[src/rtl/regfile_pkg.sv]
// Shared defaults for the scoreboarded register file and the pending-write counter type.
package regfile_pkg;

  localparam int DEF_DATA_W = 32;
  localparam int DEF_ADDR_W = 5;
  localparam int DEF_CNT_W  = 2;

  typedef logic [DEF_CNT_W-1:0] cnt_t;

endpackage

[src/rtl/regfile_rdport.sv]
// One read port: register mux with optional same-cycle write forwarding and busy flag.
module regfile_rdport
  import regfile_pkg::*;
#(
  parameter int DATA_W = DEF_DATA_W,
  parameter int ADDR_W = DEF_ADDR_W,
  parameter int CNT_W  = DEF_CNT_W,
  parameter int BYPASS = 1
) (
  input  logic [ADDR_W-1:0]                i_raddr,
  input  logic [(2**ADDR_W)*DATA_W-1:0]    i_mem,
  input  logic [(2**ADDR_W)*CNT_W-1:0]     i_cnt,
  input  logic                             i_we,
  input  logic [ADDR_W-1:0]                i_waddr,
  input  logic [DATA_W-1:0]                i_wdata,
  output logic [DATA_W-1:0]                o_rdata,
  output logic                             o_rbusy
);

  localparam logic [CNT_W-1:0] CNT_ONE = CNT_W'(1);

  logic [DATA_W-1:0] w_mem;
  logic [CNT_W-1:0]  w_cnt;
  logic              w_zero;
  logic              w_hit;

  assign w_mem  = i_mem[int'(i_raddr)*DATA_W +: DATA_W];
  assign w_cnt  = i_cnt[int'(i_raddr)*CNT_W +: CNT_W];
  assign w_zero = (i_raddr == '0);
  assign w_hit  = (BYPASS != 0) && i_we && (i_waddr == i_raddr) && !w_zero;

  always_comb begin
    o_rdata = '0;
    if (!w_zero) o_rdata = w_hit ? i_wdata : w_mem;
    // The forwarded write only hides busy when it retires the last pending write.
    o_rbusy = (w_cnt != '0) && !(w_hit && (w_cnt == CNT_ONE));
  end

endmodule

[src/rtl/regfile_sb.sv]
// Register file with per-register pending-write scoreboard, reservation handshake and flush.
module regfile_sb
  import regfile_pkg::*;
#(
  parameter int DATA_W = DEF_DATA_W,
  parameter int ADDR_W = DEF_ADDR_W,
  parameter int NUM_RD = 2,
  parameter int CNT_W  = $bits(cnt_t),
  parameter int BYPASS = 1
) (
  input  logic                       clk,
  input  logic                       rst_n,
  input  logic                       we,
  input  logic [ADDR_W-1:0]          waddr,
  input  logic [DATA_W-1:0]          wdata,
  input  logic [NUM_RD*ADDR_W-1:0]   raddr,
  output logic [NUM_RD*DATA_W-1:0]   rdata,
  output logic [NUM_RD-1:0]          rbusy,
  input  logic                       rsv_valid,
  input  logic [ADDR_W-1:0]          rsv_addr,
  output logic                       rsv_ready,
  input  logic                       flush,
  output logic                       wb_err
);

  localparam int NREG = 2**ADDR_W;
  localparam logic [CNT_W-1:0] CNT_MAX = '1;
  localparam logic [CNT_W-1:0] CNT_ONE = CNT_W'(1);

  logic [DATA_W-1:0] r_mem     [NREG];
  logic [CNT_W-1:0]  r_cnt     [NREG];
  logic [CNT_W-1:0]  w_cnt_nxt [NREG];
  logic              r_wb_err;

  logic [NREG*DATA_W-1:0] w_mem_flat;
  logic [NREG*CNT_W-1:0]  w_cnt_flat;

  logic w_wr;
  logic w_retire;
  logic w_unres;
  logic w_accept;
  logic w_same;

  assign w_wr      = we && (waddr != '0);
  assign w_retire  = w_wr && (r_cnt[waddr] != '0);
  assign w_unres   = w_wr && (r_cnt[waddr] == '0);
  assign rsv_ready = (r_cnt[rsv_addr] != CNT_MAX) || (w_retire && (waddr == rsv_addr));
  assign w_accept  = rsv_valid && rsv_ready && (rsv_addr != '0);
  assign w_same    = w_accept && w_retire && (waddr == rsv_addr);

  always_comb begin
    for (int r = 0; r < NREG; r++) begin
      w_cnt_nxt[r] = r_cnt[r];
      if (flush) begin
        w_cnt_nxt[r] = '0;
      end else if (!w_same) begin
        // Retire and accept on different registers are independent; same register cancels.
        if (w_accept && (rsv_addr == ADDR_W'(r)) && (r_cnt[r] != CNT_MAX))
          w_cnt_nxt[r] = r_cnt[r] + CNT_ONE;
        else if (w_retire && (waddr == ADDR_W'(r)))
          w_cnt_nxt[r] = r_cnt[r] - CNT_ONE;
      end
    end
  end

  always_ff @(posedge clk or negedge rst_n) begin
    if (!rst_n) begin
      for (int r = 0; r < NREG; r++) r_mem[r] <= '0;
    end else if (w_wr) begin
      r_mem[waddr] <= wdata;
    end
  end

  always_ff @(posedge clk or negedge rst_n) begin
    if (!rst_n) begin
      for (int r = 0; r < NREG; r++) r_cnt[r] <= '0;
      r_wb_err <= 1'b0;
    end else begin
      for (int r = 0; r < NREG; r++) r_cnt[r] <= w_cnt_nxt[r];
      r_wb_err <= w_unres;
    end
  end

  assign wb_err = r_wb_err;

  genvar g;
  generate
    for (g = 0; g < NREG; g++) begin : g_flat
      assign w_mem_flat[g*DATA_W +: DATA_W] = r_mem[g];
      assign w_cnt_flat[g*CNT_W +: CNT_W]   = r_cnt[g];
    end

    for (g = 0; g < NUM_RD; g++) begin : g_rd
      regfile_rdport #(
        .DATA_W (DATA_W),
        .ADDR_W (ADDR_W),
        .CNT_W  (CNT_W),
        .BYPASS (BYPASS)
      ) u_rdport (
        .i_raddr (raddr[g*ADDR_W +: ADDR_W]),
        .i_mem   (w_mem_flat),
        .i_cnt   (w_cnt_flat),
        .i_we    (we),
        .i_waddr (waddr),
        .i_wdata (wdata),
        .o_rdata (rdata[g*DATA_W +: DATA_W]),
        .o_rbusy (rbusy[g])
      );
    end
  endgenerate

endmodule

[config.mk]
export PLATFORM = sky130hd
export DESIGN_NAME = regfile_sb
export DESIGN_NICKNAME = d
export VERILOG_FILES = /design/src/rtl/regfile_pkg.sv /design/src/rtl/regfile_rdport.sv /design/src/rtl/regfile_sb.sv
export SDC_FILE = /design/constraint.sdc
export NUM_CORES = 2
export LEC_CHECK = 0
export ABC_CLOCK_PERIOD_IN_PS = 3150
export BUFFER_PORTS_ARGS = -buffer_cell sky130_fd_sc_hd__buf_2
export CAP_MARGIN = 10
export CELL_PAD_IN_SITES_DETAIL_PLACEMENT = 1
export CELL_PAD_IN_SITES_GLOBAL_PLACEMENT = 2
export CORE_MARGIN = 2
export CORE_UTILIZATION = 40
export CTS_BUF_LIST = sky130_fd_sc_hd__clkbuf_8
export DETAILED_ROUTE_END_ITERATION = 12
export MAX_ROUTING_LAYER = met4
export PLACE_DENSITY = 0.76
export SLEW_MARGIN = 20
export SYNTH_ARGS = -nofsm -noshare
export SYNTH_HDL_FRONTEND = slang
export SYNTH_HIERARCHICAL = 1
export SYNTH_SLANG_ARGS = --single-unit
[constraint.sdc]
create_clock -name clk -period 3.15 [get_ports clk]
set_clock_uncertainty 0.15 [all_clocks]
set_input_delay 0.7875 -clock clk [delete_from_list [all_inputs] [get_ports clk]]
set_output_delay 0.7875 -clock clk [all_outputs]
set_load 0.02 [all_outputs]
**Word level (Yosys, flattened, before mapping)**

Cells that the tools add are included.

- Output and inout port bits: 68
- Bits in registers: 1089

- Reduce and logical (&&, ||, !) cells: 192
- Multiplexer cells: 141
- Magnitude comparators: 3
- Add/subtract/negate cells: 64
- Bitwise logic cells: 2
- Shift-type cells: 4
- Eq/ne operators: 101

Operator list:

| operator | count |
|---|---|
| $shiftx A1024 B11 Y32 | 2 |
| $bwmux W1024 | 1 |
| $mux W2 | 132 |
| $demux W32 S5 | 1 |
| $eq A5 B5 Y1 const B | 32 |
| $mux W32 | 5 |
| $shiftx A64 B7 Y2 | 2 |
| $logic_and A1 B1 Y1 | 113 |
| $reduce_bool A3 Y1 | 32 |
| $eq A5 B4 Y1 const B | 16 |
| $ne A2 B2 Y1 const B | 34 |
| $add A2 B1 Y2 const B | 32 |
| $reduce_and A2 Y1 | 32 |
| $sub A2 B1 Y2 const B | 32 |
| $eq A5 B3 Y1 const B | 8 |
| $bmux W2 S5 | 2 |
| $eq A5 B2 Y1 const B | 4 |
| $logic_not A5 Y1 | 4 |
| $eq A5 B5 Y1 | 3 |
| $ge A6 B6 Y1 const B | 2 |
| $not A5 Y6 | 2 |
| $eq A5 B1 Y1 const B | 2 |
| $reduce_bool A5 Y1 | 2 |
| $lt A6 B1 Y1 const B | 1 |
| other kinds (5) | 11 |

**Depth between registers and ports, before layout**

- Depth in word-level cells: 15
- Mapped depth: 13
- Depth with buffers taken out: 8

**Cells and area by module**

Netlist, hierarchy kept.

By module, submodules not included:

| module | area each (um2) | cells each | sequential area each (um2) | instances |
|---|---|---|---|---|
| regfile_sb | 43407.9 | 3470 | 27251.1 | 1 |
| regfile_rdport | 9172.5 | 849 | 0.0 | 2 |

**Worst setup path before layout**

OpenSTA, ideal clock, no wires.

- Path type: input-to-output
- Start point: input port raddr[0]
- End point: output port rdata[0]
- Arrival: 2.531 ns
- Stages on the path: 9
- Data required time: 2.213 ns
- Path buffers: 4
- Setup slack: -0.319 ns
- Cells stage by stage: buf_4 buf_6 buf_12 buf_8 mux2i_1 a221o_1 nor3_1 nor3_1 nor3_1

- Longest elaborated chain between the ends: 5

Ends and longest elaborated chain:

| item | RTL line | RTL |
|---|---|---|
| start, declared | regfile_sb.sv:16 | `input logic [NUM_RD*ADDR_W-1:0] raddr,` |
| parallel branches: the longest is 4 deep, another holds $shiftx A1024 B11 Y32 | -- |  |
| $mux W32 * | regfile_rdport.sv:34 | `if (!w_zero) o_rdata = w_hit ? i_wdata : w_mem;` |
| end, declared | regfile_sb.sv:17 | `output logic [NUM_RD*DATA_W-1:0] rdata,` |

Mark *: on every way between the ends.

**Worst setup path in the final report**

- Start point: register r_cnt[19] in the netlist's numbering
- End point: output port rbusy[1]

- Longest elaborated chain between the ends: 5

Ends and longest elaborated chain:

| item | RTL line | RTL |
|---|---|---|
| start, declared | regfile_sb.sv:31 | `logic [CNT_W-1:0] r_cnt [NREG];` |
| $shiftx A64 B7 Y2 * | regfile_rdport.sv:28 | `assign w_cnt = i_cnt[int'(i_raddr)*CNT_W +: CNT_W];` |
| $eq A2 B1 Y1 | regfile_rdport.sv:36 | `o_rbusy = (w_cnt != '0) && !(w_hit && (w_cnt == CNT_ONE));` |
| $logic_and A1 B1 Y1 | regfile_rdport.sv:36 |  |
| $logic_not A1 Y1 | regfile_rdport.sv:36 |  |
| $logic_and A1 B1 Y1 * | regfile_rdport.sv:36 |  |
| end, declared | regfile_sb.sv:18 | `output logic [NUM_RD-1:0] rbusy,` |

Mark *: on every way between the ends. The rest lies on a longest branch, timed or not.

==> impl_metrics.py <==
metrics = {
    "timing": {
        "fin_ws_ps": -788.5,
        "finalSetupViolCount": 67,
        "worst_pin_slew_ps": 996.5,
        "rsz0062_at_grt": "yes",
        "whs_ps": 96.86,
        "fin_crit_ps": 3938,
        "fin_crit_sh_pct": 125.0,
        "maxSlewViolCount": 0,
        "hold_viol": 0,
        "slew_headroom_pct": 33.57,
        "clock.fmax_mhz": 253.9,
    },
    "run_status": {
        "status": "finished, violations left",
        "violations": "negative setup slack",
    },
    "floorplanning": {
        "die_h_um": 396.9,
        "die_area_mm2": 0.1575,
        "die_x_um": 396.9,
        "core_area_mm2": 0.1537,
        "boundaryPins": 125,
        "initial_core_util_pct": 40.18,
        "num_rows": 144,
    },
    "synth": {
        "synth_top_area_cell": "dfrtp_1",
        "synth_xor_area_share_pct": 0.5390,
        "synth.area.top_cells": "dfrtp_1 44%, mux2_2 16%, mux4_2 15%",
        "syn-cell-area_mm2": 0.06175,
        "synth_fa_ha_area_share_pct": 0,
        "synth.distinct_cells": 74,
        "avgSynthCellArea_um2": 11.95,
        "ys_top_cells_by_count": "1089 x dfrtp_1, 882 x mux2_2, 847 x nand2_1",
        "synth_top_family_by_area": "multiplexers",
        "syn_inst": 5168,
        "ys_seq_elements": 1089,
        "synth-compound-area-share_pct": 5.655,
        "synth-edff-count": 0,
        "yosys_warnings": 6,
        "muxShareOfSynthArea_pct": 34.11,
        "yosysTopAreaCellShare_pct": 44.13,
        "yosysSeqAreaShare_pct": 44.13,
        "synth_fp_nets": 5225,
        "yosysMostFrequentCell": "dfrtp_1",
        "ys.flop_type": "dfrtp_1",
        "async_flop_share_pct": 100.0,
        "synth-simple-area-share_pct": 11.25,
    },
    "setup_path": {
        "crit_fanout": 7,
        "max_stage_delay_ps": 550,
        "critPathLaunchType": "flop",
        "path_delay_family": "compound AO/OA/AOI/OAI gates",
        "path_cells": "mux4_2, a22o_1, a211o_1, a2111oi_4, a211oi_4, buf_6",
        "end_kind": "output port",
        "critical_path.slowest_cell": "mux4_2",
        "arrival_ps": 3000,
        "path_buf_inv": 1,
        "crit_required_ps": 2210,
        "worstSetupPathType": "flop to output port",
    },
    "global_routing": {
        "grt_antenna_before_repair": 4,
        "grt_use_total_pct": 34.14,
        "grtUsageMet2_pct": 51.52,
        "use_met1_pct": 44.78,
        "grt_pass1_vias": 53597,
        "use_met3_pct": 5.905,
        "overflow": 0,
        "grt-busiest-layer": "met2",
        "grt_max_degree": 100,
        "grt_pass1_wl_mm": 381.5,
    },
    "placement": {
        "hpwlAfterDp_mm": 159.4,
        "place.gp.congestion": 0.9010,
        "dpl_cell_area_mm2": 0.07079,
        "place_inst": 7480,
        "io_buffers": 124,
    },
    "clocking": {
        "cts_max_path_buffers": 3,
        "clk_pin_slew_worst_paths_ps": 60,
        "clkLatencyLatePin_ps": 950,
        "cts_inserted_buffers": 197,
        "cts.sinks": 1089,
        "cts_tree": "yes",
        "htree_levels": 4,
        "clockRootBuffer": "clkbuf_8",
    },
    "detailed_routing": {
        "drt_pass1_iterations": 5,
        "routed_wl_mm": 264.8,
        "vias_per_cell": 6.330,
        "drt_iter0_markers": 4793,
        "dr_total_vias": 50896,
        "wl_per_cell_um": 32.93,
        "drc": 0,
        "antenna_left": 0,
    },
    "layout": {
        "finalInstanceArea_mm2": 0.08116,
        "layout-drive-gt1-share_pct": 52.94,
        "nets": 5903,
        "syn_to_final_growth_pct": 31.42,
        "utilization_pct": 52.81,
        "layout.cells.non_filler": 8041,
    },
    "power_and_ir_drop": {
        "p_per_area_mw_per_mm2": 544.0,
        "max-vdd-ir-drop_v": 0.0004521,
        "p_leak_nw": 35.91,
    },
    "min_path": {
        "hp-class": "input port to flop",
    },
    "flow_run": {
        "max-cap-violations": 0,
    },
}
[final timing paths]
check	from	end	slack, ps	cells past startpoint
max in group asynchronous	rst_n	r_mem[288]	1480	4
worst max-delay path	r_cnt[19]	rbusy[1]	-790	6
worst min-delay path	wdata[9]	r_mem[873]	100	3
min in group asynchronous	rst_n	r_mem[387]	300	2
worst max register to register	r_cnt[35]	r_cnt[7]	30	9
worst min register to register	r_mem[1021]	r_mem[1021]	250	0
[metal layers]
layer | part of all wire [%] | vias up
met5 | 0 | -
met4 | 5.2 | 0
met3 | 8.0 | 710
met2 | 46 | 2497
met1 | 40 | 27245
li1 | - | 20444
[layout make-up]
| class | count | area, um^2 |
|---|---|---|
| fill | 15272 | 72530 |
| multi-input combinational | 3509 | 35300 |
| sequential | 1089 | 27260 |
| timing repair buffer | 1028 | 11870 |
| clock buffer | 253 | 3482 |
| tap | 2044 | 2557 |
| clock inverter | 96 | 603.1 |
| inverter | 21 | 81.33 |
| antenna | 1 | 2.502 |
[layout by cell type, fill, tap and decap left out, types with 32 or more instances in the layout]
master,synthesis,final
buf_4,57,577
inv_1,20,66
nor2_1,295,205
dfrtp_1,1089,1081
buf_12,2,199
buf_2,86,41
buf_16,0,42
nor3_1,211,38
o22ai_1,131,32
buf_6,19,125
mux4_2,421,421
a21oi_1,49,47
clkbuf_8,0,253
o221ai_1,66,37
nor3_2,62,124
nand2_1,847,840
o22ai_2,0,77
nor2_2,0,36
nor3_4,2,113
mux2_2,882,880
a221o_1,80,79
nor2_4,0,54
mux2i_1,165,162
[state kept, by name (all words and copies together) (netlist names)]
| name | count |
|---|---|
| wb_err | 1 |
| r_cnt | 64 |
| r_mem | 1024 |
[where the power goes]
part | internal [W] | switching [W] | total (W) | leakage (nW)
clock network | 0.00742 | 0.00670 | 0.0141 | 2.33
logic | 0.00616 | 0.00520 | 0.0114 | 19.5
registers | 0.0165 | 0.00212 | 0.0187 | 14.0
total | 0.0301 | 0.0140 | 0.0441 | 35.9
[metrics by stage]
| stage | setup slack, ps | setup TNS, ps | total power (W) |
|---|---|---|---|
| 6_report | -788.5 | -37630 | 0.04415 |
| 5_1_grt | -839.1 | -39780 | 0.04592 |
| 4_1_cts | -820.5 | -35810 | 0.04360 |
| 3_5_place_dp | -1069 | -85380 | 0.02842 |
| 3_3_place_gp | -1436 | -101680 | 0.02784 |
| 2_1_floorplan | -178.4 | -9869 | 0.02472 |
[repair_timing]
action | in CTS | in global routing
cloned | 28 | 1
hold buffers | 5 | 0
gates resized for setup | 610 | 229
endpoints found under the setup margin | 67 | 74
pin swaps | 179 | 134
hold endpoints to repair | 29 | 0
setup buffers | 162 | 74
[cells by family after synthesis]
logic type / Yosys count
and+or+nand+nor: 1556
buffers and inverters: 570
DFF: 1089
muxes: 1468
xor gates and xnor gates: 38
AOI/OAI and AO/OA: 447
[worst reg2reg max path, cell delays in order (launching register included)]
cell and delay (ps):
dfrtp_1 440, nor2_1 60, mux4_2 530, a211oi_4 260, or3_4 250, a31oi_4 110
buf_12 170, a221o_1 380, o221a_1 250, a211oi_1 370
No activity file was read; power rests on OpenSTA's default activity.
